File: config.mk
export PLATFORM = sky130hd
export DESIGN_NAME = lcd_spi_arbiter
export DESIGN_NICKNAME = d
export VERILOG_FILES = /design/src/rtl/lcd_spi_arbiter.sv
export SDC_FILE = /design/constraint.sdc
export NUM_CORES = 1
export LEC_CHECK = 0
export BUFFER_PORTS_ARGS = -buffer_cell sky130_fd_sc_hd__buf_2
export CELL_PAD_IN_SITES_DETAIL_PLACEMENT = 1
export CELL_PAD_IN_SITES_GLOBAL_PLACEMENT = 2
export CORE_ASPECT_RATIO = 1.75
export CORE_MARGIN = 4
export CORE_UTILIZATION = 30
export CTS_CLUSTER_DIAMETER = 60
export CTS_CLUSTER_SIZE = 24
export DETAILED_ROUTE_END_ITERATION = 10
export PLACE_DENSITY = 0.8
export SYNTH_ARGS = -nofsm -noshare
export SYNTH_HDL_FRONTEND = slang
export SYNTH_SLANG_ARGS = --single-unit
File: constraint.sdc
create_clock -name clk -period 3.4 [get_ports clk]
set_clock_uncertainty 0.2 [all_clocks]
set_input_delay 0.68 -clock clk [delete_from_list [all_inputs] [get_ports clk]]
set_output_delay 0.68 -clock clk [all_outputs]
set_load 0.01 [all_outputs]
File: src/rtl/lcd_spi_arbiter.sv
// Round-robin arbiter that shares one SPI master between the LCD init/command
// sequencer (requester 0) and the frame writer (requester 1), and drives the LCD reset pin.
module lcd_spi_arbiter #(
    parameter int RST_CYCLES = 16,
    parameter int TIMEOUT    = 1024
) (
    input  logic       clk,
    input  logic       reset,
    input  logic       req0,
    input  logic       req1,
    input  logic [7:0] byte0,
    input  logic [7:0] byte1,
    input  logic       dc0,
    input  logic       dc1,
    output logic       gnt0,
    output logic       gnt1,
    output logic       done0,
    output logic       done1,
    output logic       err,
    output logic [7:0] spi_data,
    output logic       spi_start,
    input  logic       spi_busy,
    input  logic       spi_avail,
    output logic       dc,
    output logic       lcd_rst
);

    localparam int RW = $clog2(RST_CYCLES + 1);
    localparam int TW = $clog2(TIMEOUT + 1);

    typedef enum logic [2:0] {
        RST_LCD,
        IDLE,
        START,
        XFER,
        RELEASE
    } state_t;

    state_t          state_q, state_d;
    logic [RW-1:0]   rst_cnt_q, rst_cnt_d;
    logic [TW-1:0]   to_cnt_q, to_cnt_d;
    logic            ptr_q, ptr_d;

    logic            lcd_rst_d, gnt0_d, gnt1_d, done0_d, done1_d, err_d;
    logic            spi_start_d, dc_d;
    logic [7:0]      spi_data_d;

    logic            pick1;
    logic            to_hit;
    logic            end_xfer;
    logic            end_err;
    logic [TW-1:0]   to_cnt_inc;

    always_comb begin
        state_d     = state_q;
        rst_cnt_d   = rst_cnt_q;
        to_cnt_d    = to_cnt_q;
        ptr_d       = ptr_q;
        lcd_rst_d   = lcd_rst;
        gnt0_d      = gnt0;
        gnt1_d      = gnt1;
        done0_d     = 1'b0;
        done1_d     = 1'b0;
        err_d       = 1'b0;
        spi_start_d = spi_start;
        spi_data_d  = spi_data;
        dc_d        = dc;
        end_xfer    = 1'b0;
        end_err     = 1'b0;

        // ptr_q remembers the last requester served; on a tie the other one wins
        pick1      = req1 & (~req0 | ~ptr_q);
        // the counter becomes TIMEOUT on this edge
        to_hit     = (to_cnt_q >= TW'(TIMEOUT - 1));
        to_cnt_inc = (to_cnt_q == TW'(TIMEOUT)) ? to_cnt_q : to_cnt_q + TW'(1);

        case (state_q)
            RST_LCD: begin
                if (rst_cnt_q == RW'(RST_CYCLES - 1)) begin
                    lcd_rst_d = 1'b1;
                    state_d   = IDLE;
                end else begin
                    rst_cnt_d = rst_cnt_q + RW'(1);
                end
            end
            IDLE: begin
                if (req0 | req1) begin
                    gnt0_d      = ~pick1;
                    gnt1_d      = pick1;
                    spi_data_d  = pick1 ? byte1 : byte0;
                    dc_d        = pick1 ? dc1 : dc0;
                    spi_start_d = 1'b1;
                    to_cnt_d    = '0;
                    state_d     = START;
                end
            end
            START: begin
                to_cnt_d = to_cnt_inc;
                if (to_hit) begin
                    end_xfer = 1'b1;
                    end_err  = 1'b1;
                end else if (spi_busy) begin
                    state_d = XFER;
                end
            end
            XFER: begin
                to_cnt_d = to_cnt_inc;
                // a completion seen on the timeout edge still counts as success
                if (spi_avail) begin
                    end_xfer = 1'b1;
                end else if (to_hit) begin
                    end_xfer = 1'b1;
                    end_err  = 1'b1;
                end
            end
            RELEASE: begin
                // wait for the master to settle so the same completion is not seen twice
                if (!spi_avail && !spi_busy) begin
                    state_d = IDLE;
                end
            end
            default: begin
                state_d = RST_LCD;
            end
        endcase

        if (end_xfer) begin
            spi_start_d = 1'b0;
            done0_d     = gnt0;
            done1_d     = gnt1;
            err_d       = end_err;
            gnt0_d      = 1'b0;
            gnt1_d      = 1'b0;
            ptr_d       = gnt1;
            state_d     = RELEASE;
        end
    end

    always_ff @(posedge clk or negedge reset) begin
        if (!reset) begin
            state_q   <= RST_LCD;
            rst_cnt_q <= '0;
            to_cnt_q  <= '0;
            ptr_q     <= 1'b1;
            lcd_rst   <= 1'b0;
            gnt0      <= 1'b0;
            gnt1      <= 1'b0;
            done0     <= 1'b0;
            done1     <= 1'b0;
            err       <= 1'b0;
            spi_start <= 1'b0;
            spi_data  <= 8'h00;
            dc        <= 1'b0;
        end else begin
            state_q   <= state_d;
            rst_cnt_q <= rst_cnt_d;
            to_cnt_q  <= to_cnt_d;
            ptr_q     <= ptr_d;
            lcd_rst   <= lcd_rst_d;
            gnt0      <= gnt0_d;
            gnt1      <= gnt1_d;
            done0     <= done0_d;
            done1     <= done1_d;
            err       <= err_d;
            spi_start <= spi_start_d;
            spi_data  <= spi_data_d;
            dc        <= dc_d;
        end
    end

endmodule

* Word-level counts from Yosys, hierarchy flattened
Index checks and enable logic that the tools add are counted.
Word-level totals: register bits 36, input port bits 24, output and inout bits 16, logic and storage cells 80
Operators by class: add/sub/neg operators 2, order comparisons 1, equality and inequality tests 14, muxes and demuxes 29, bitwise logic cells 7, reductions and logical operators 14
Operators with widths (count):
- $mux 11 | 2
- $pmux 11 s2 | 1
- $mux 3 | 6
- $mux 1 | 16
- $ne 3x3->1 const B | 5
- $pmux 3 s5 | 1
- $add 11x1->11 const B | 1
- $eq 11x11->1 const B | 1
- $ge 11x10->1 const B | 1
- $mux 8 | 1
- $reduce_and 2->1 | 4
- $eq 3x2->1 const B | 2
- $ne 2x2->1 const B | 3
- $reduce_and 6->1 | 1
- $reduce_bool 2->1 | 3
- $add 5x1->5 const B | 1
- $eq 5x4->1 const B | 1
- $not 1->1 | 4
- $pmux 1 s2 | 2
- $eq 3x1->1 const B | 1
- $eq 3x3->1 const B | 1
- $logic_not 3->1 | 1
- $reduce_and 3->1 | 1
- $logic_not 1->1 | 2
- other kinds (4) | 5

* Depth between registers and ports, before layout
depth after elaboration 7, mapped depth 7, mapped depth without buffers 7

* Worst setup path after synthesis
Ideal clock, no wire load.
path kind register to register, from register rst_cnt_q[0], to register rst_cnt_q[1], library setup time 125 ps, arrival time 1704 ps, required time 3075 ps, slack 1372 ps, cell stages (with the launch flop) 6, buffers on the path 0, clock period less this slack 2028 ps, path through dfrtp_1 -> ha_1 -> and3_1 -> ha_1 -> nor4_2 -> mux2_2
On the way: longest elaborated chain between the ends 3, elaborated cells on any way between the ends 4, classes of those cells add/sub (1); eq/ne (1); bitwise (1); reduce/logical (1)
RTL lines:
- start, declared | line 40 | logic [RW-1:0] rst_cnt_q, rst_cnt_d;
- start signal, assigned | line 156 | rst_cnt_q <= rst_cnt_d;
- parallel branches: the longest is 3 deep, another holds $add 5x1->5
Parallel ways; which one is timed is not known. A chain may end at the register's enable or synchronous reset.

* Final worst setup path
from register to_cnt_q[0], to register ptr_q
On the way: longest elaborated chain between the ends 4
RTL lines:
- start, declared | line 41 | logic [TW-1:0] to_cnt_q, to_cnt_d;
- start signal, assigned | line 157 | to_cnt_q <= to_cnt_d;
- $ge 11x10->1 * | line 74 | to_hit = (to_cnt_q >= TW'(TIMEOUT - 1));
- $mux 1 * | line 99, 111
- $mux 1 | line 109 | if (spi_avail) begin
- $pmux 1 s2 * | line 77 | case (state_q)
- end signal, assigned | line 158 | ptr_q <= ptr_d;
- end, declared | line 42 | logic ptr_q, ptr_d;
Every way passes the cells marked *; elsewhere a longest branch is shown, timed or not.

==> run metrics <==
I/O pin cnt 40; post-CTS resize count 0; Clock Pin Slew Worst Setup and Hold Paths 0.08 ns; Crit. End Element register; layer with the highest usage met2; vias in the first global route 1,571; Hold Buf Count CTS 0; first-pass GRT wire length 7.665 mm; clock root buffer clkbuf_8; clock latency on the worst-skew pair 0.29 ns; Synth top area share 47.81%; Leak 1.045 nW; worst vdd ir 397.1 uV; Final Setup Violations 0; CP cell instances ha_1 -> a21o_1 -> a41oi_1 -> a21boi_4 -> mux2_1; Avg Cell Area, Syn 10.65 um^2; crit-path max cell delay 0.44 ns; Post-synth EDFFs 0; Buf/Inv on CP 0; Hold Vio Cnt, Final 0; Pwr Density 745.4 nW/um^2; met1 GRT Util 15.95%; Yosys cell types 49; synth cell count leaders dfrtp_1 (35), nand2_1 (18), nor2_1 (14); CTS Sinks 36; antenna cell count 0; Worst-Margin Slew 0.8201 ns; met2 GRT Util 21.94%; 1st-iter DRT viols 15; relative max-transition margin 45.33%; Core Rows 37; Startpoint Class register; htree depth 2; Synth area leaders dfrtp_1 (48%), mux2i_1 (5.5%), nand2_1 (3.7%), o21ai_1 (3.0%), nor2_1 (2.9%); Max Fclk 459.3 MHz; Min Clock Period, post-route 2.177 ns; DRT Pass-1 Iters 4; M3 GR Usage 2.624%; unrepaired setup endpoints after global routing false; most frequent cell after synthesis dfrtp_1; flops & latches, synth 36; synthesized instance count 172; die footprint 7470 um^2; GRT Util Overall 13.29%; WL per Instance 14.48 um; Detail Placement HPWL 3.204 mm; largest area contributor in the netlist dfrtp_1; worst path required time 3.42 ns; Post-DRT Antenna Nets 0; die width 67.07 um; Port Buffer Count 39; CP arrival 2.20 ns; CTS tree done; remaining routing DRC violations 0; Slew Viols, Final 0; initial antenna violation count 0; Slowest-stage cell, CP dfrtp_1; detailed-route via count 1,439; largest net degree at the start of global routing 37; Final period util 64.04%; area grow syn2layout 19.88%; core box area 5926 um^2; gr ovfl total 0; Die Y 111.4 um; layout cell share with drive strength beyond 1 28.04%; starting density of the core 30.91%; Hold WC Path Type reg -> reg; GPL Wtd Cong 0.7728; Inst Count DP 284; Worst Path Max Fanout 9; Final Net Count 241; clock tree buffer depth 2; Setup TNS 0 ns; Post-Route WL 4.229 mm; synthesized cell area 1832 um^2; sequential share of the synthesized area 49.25%; critical path class reg -> reg; Ys Warns 0; # Post-CTS Setup Buffers 0; CP top delay family compound AO/OA/AOI/OAI gates; syn_nets 200; asr flop ratio synth 100.0%; total CTS buffers 5; status completed; Max Cap Viol 0; commonest register cell after synthesis dfrtp_1; Non-Filler Instances 292; Via density 4.928
-- kinds of logic (layout without fill, tap and decap cells) --
family | after synthesis | after routing | synth area share (%)
DFF | 36 | 36 | 49.25
and+or+nand+nor | 59 | 59 | 17.21
muxes | 12 | 12 | 6.694
buffers and inverters | 12 | 54 | 2.801
adders and majority gates | 4 | 4 | 2.732
xor gates and xnor gates | 9 | 9 | 4.304
AOI/OAI and AO/OA | 40 | 40 | 17.01
-- metrics by stage --
stage / instance area, um^2 / power [W] / hold slack (ns) / utilization [%] / worst slack (ns)
5_1_grt: 2196 / 0.001798 / 0.3075 / 37.06 / 1.099
4_1_cts: 2196 / 0.001673 / 0.2733 / 37.06 / 1.183
6_report: 2196 / 0.001637 / 0.2604 / 37.06 / 1.223
2_1_floorplan: 1832 / 0.001142 / 0.1844 / - / 1.372
3_3_place_gp: 2107 / 0.001333 / 0.2382 / 35.56 / 1.153
3_5_place_dp: 2107 / 0.001353 / 0.2524 / 35.56 / 1.132
-- final timing paths --
kind,from,to,slack [ns],cells after the start
worst max register to register,to_cnt_q[0],ptr_q,1.22,5
min in group asynchronous,reset,to_cnt_q[8],0.28,1
max in group asynchronous,reset,err,2.19,1
worst min register to register,lcd_rst,lcd_rst,0.26,1
worst max-delay path,to_cnt_q[0],ptr_q,1.22,5
worst min-delay path,lcd_rst,lcd_rst,0.26,1
-- cell type report --
| type | instances | area (um^2) |
|---|---|---|
| Tap cell | 78 | 97.59 |
| Multi-Input combinational cell | 124 | 878.3 |
| Fill cell | 736 | 3730 |
| Clock inverter | 2 | 16.27 |
| Sequential cell | 36 | 902.1 |
| Timing Repair Buffer | 41 | 210.2 |
| Inverter | 5 | 18.77 |
| Clock buffer | 6 | 72.57 |
-- state kept, by name, summed over array words and instances (netlist names) --
register / count
ptr_q: 1
dc: 1
spi_start: 1
lcd_rst: 1
state_q: 3
err: 1
spi_data: 8
done1: 1
rst_cnt_q: 5
to_cnt_q: 11
gnt0: 1
gnt1: 1
done0: 1
-- metal layers --
layer	share of wire, %	vias up
met2	52	39
met5	0	-
met3	4.5	11
met1	40	697
met4	3.4	0
li1	-	692
-- where the power goes --
group / switching, W / total, W / internal [W]
logic: 0.000333 / 0.000597 / 0.000264
registers: 0.000158 / 0.000732 / 0.000574
clock network: 0.000162 / 0.000308 / 0.000146
total: 0.000653 / 0.00164 / 0.000984
-- worst register-to-register path, cell delays in order (launching register included) --
cell and delay, ns:
dfrtp_1 0.44, ha_1 0.33, a21o_1 0.19, a41oi_1 0.43, a21boi_4 0.18, mux2_1 0.34
-- cell usage in the layout (no fill, tap or decap), types with 5 or more instances in the layout --
cell type  count
a21oi_1        7
and2_1         5
buf_2         39
clkbuf_8       5
dfrtp_1       35
inv_1          5
mux2i_1       10
nand2_1       18
nor2_1        14
o21ai_1       11
xnor2_1        6
No activity file was read; power rests on OpenSTA's default activity.
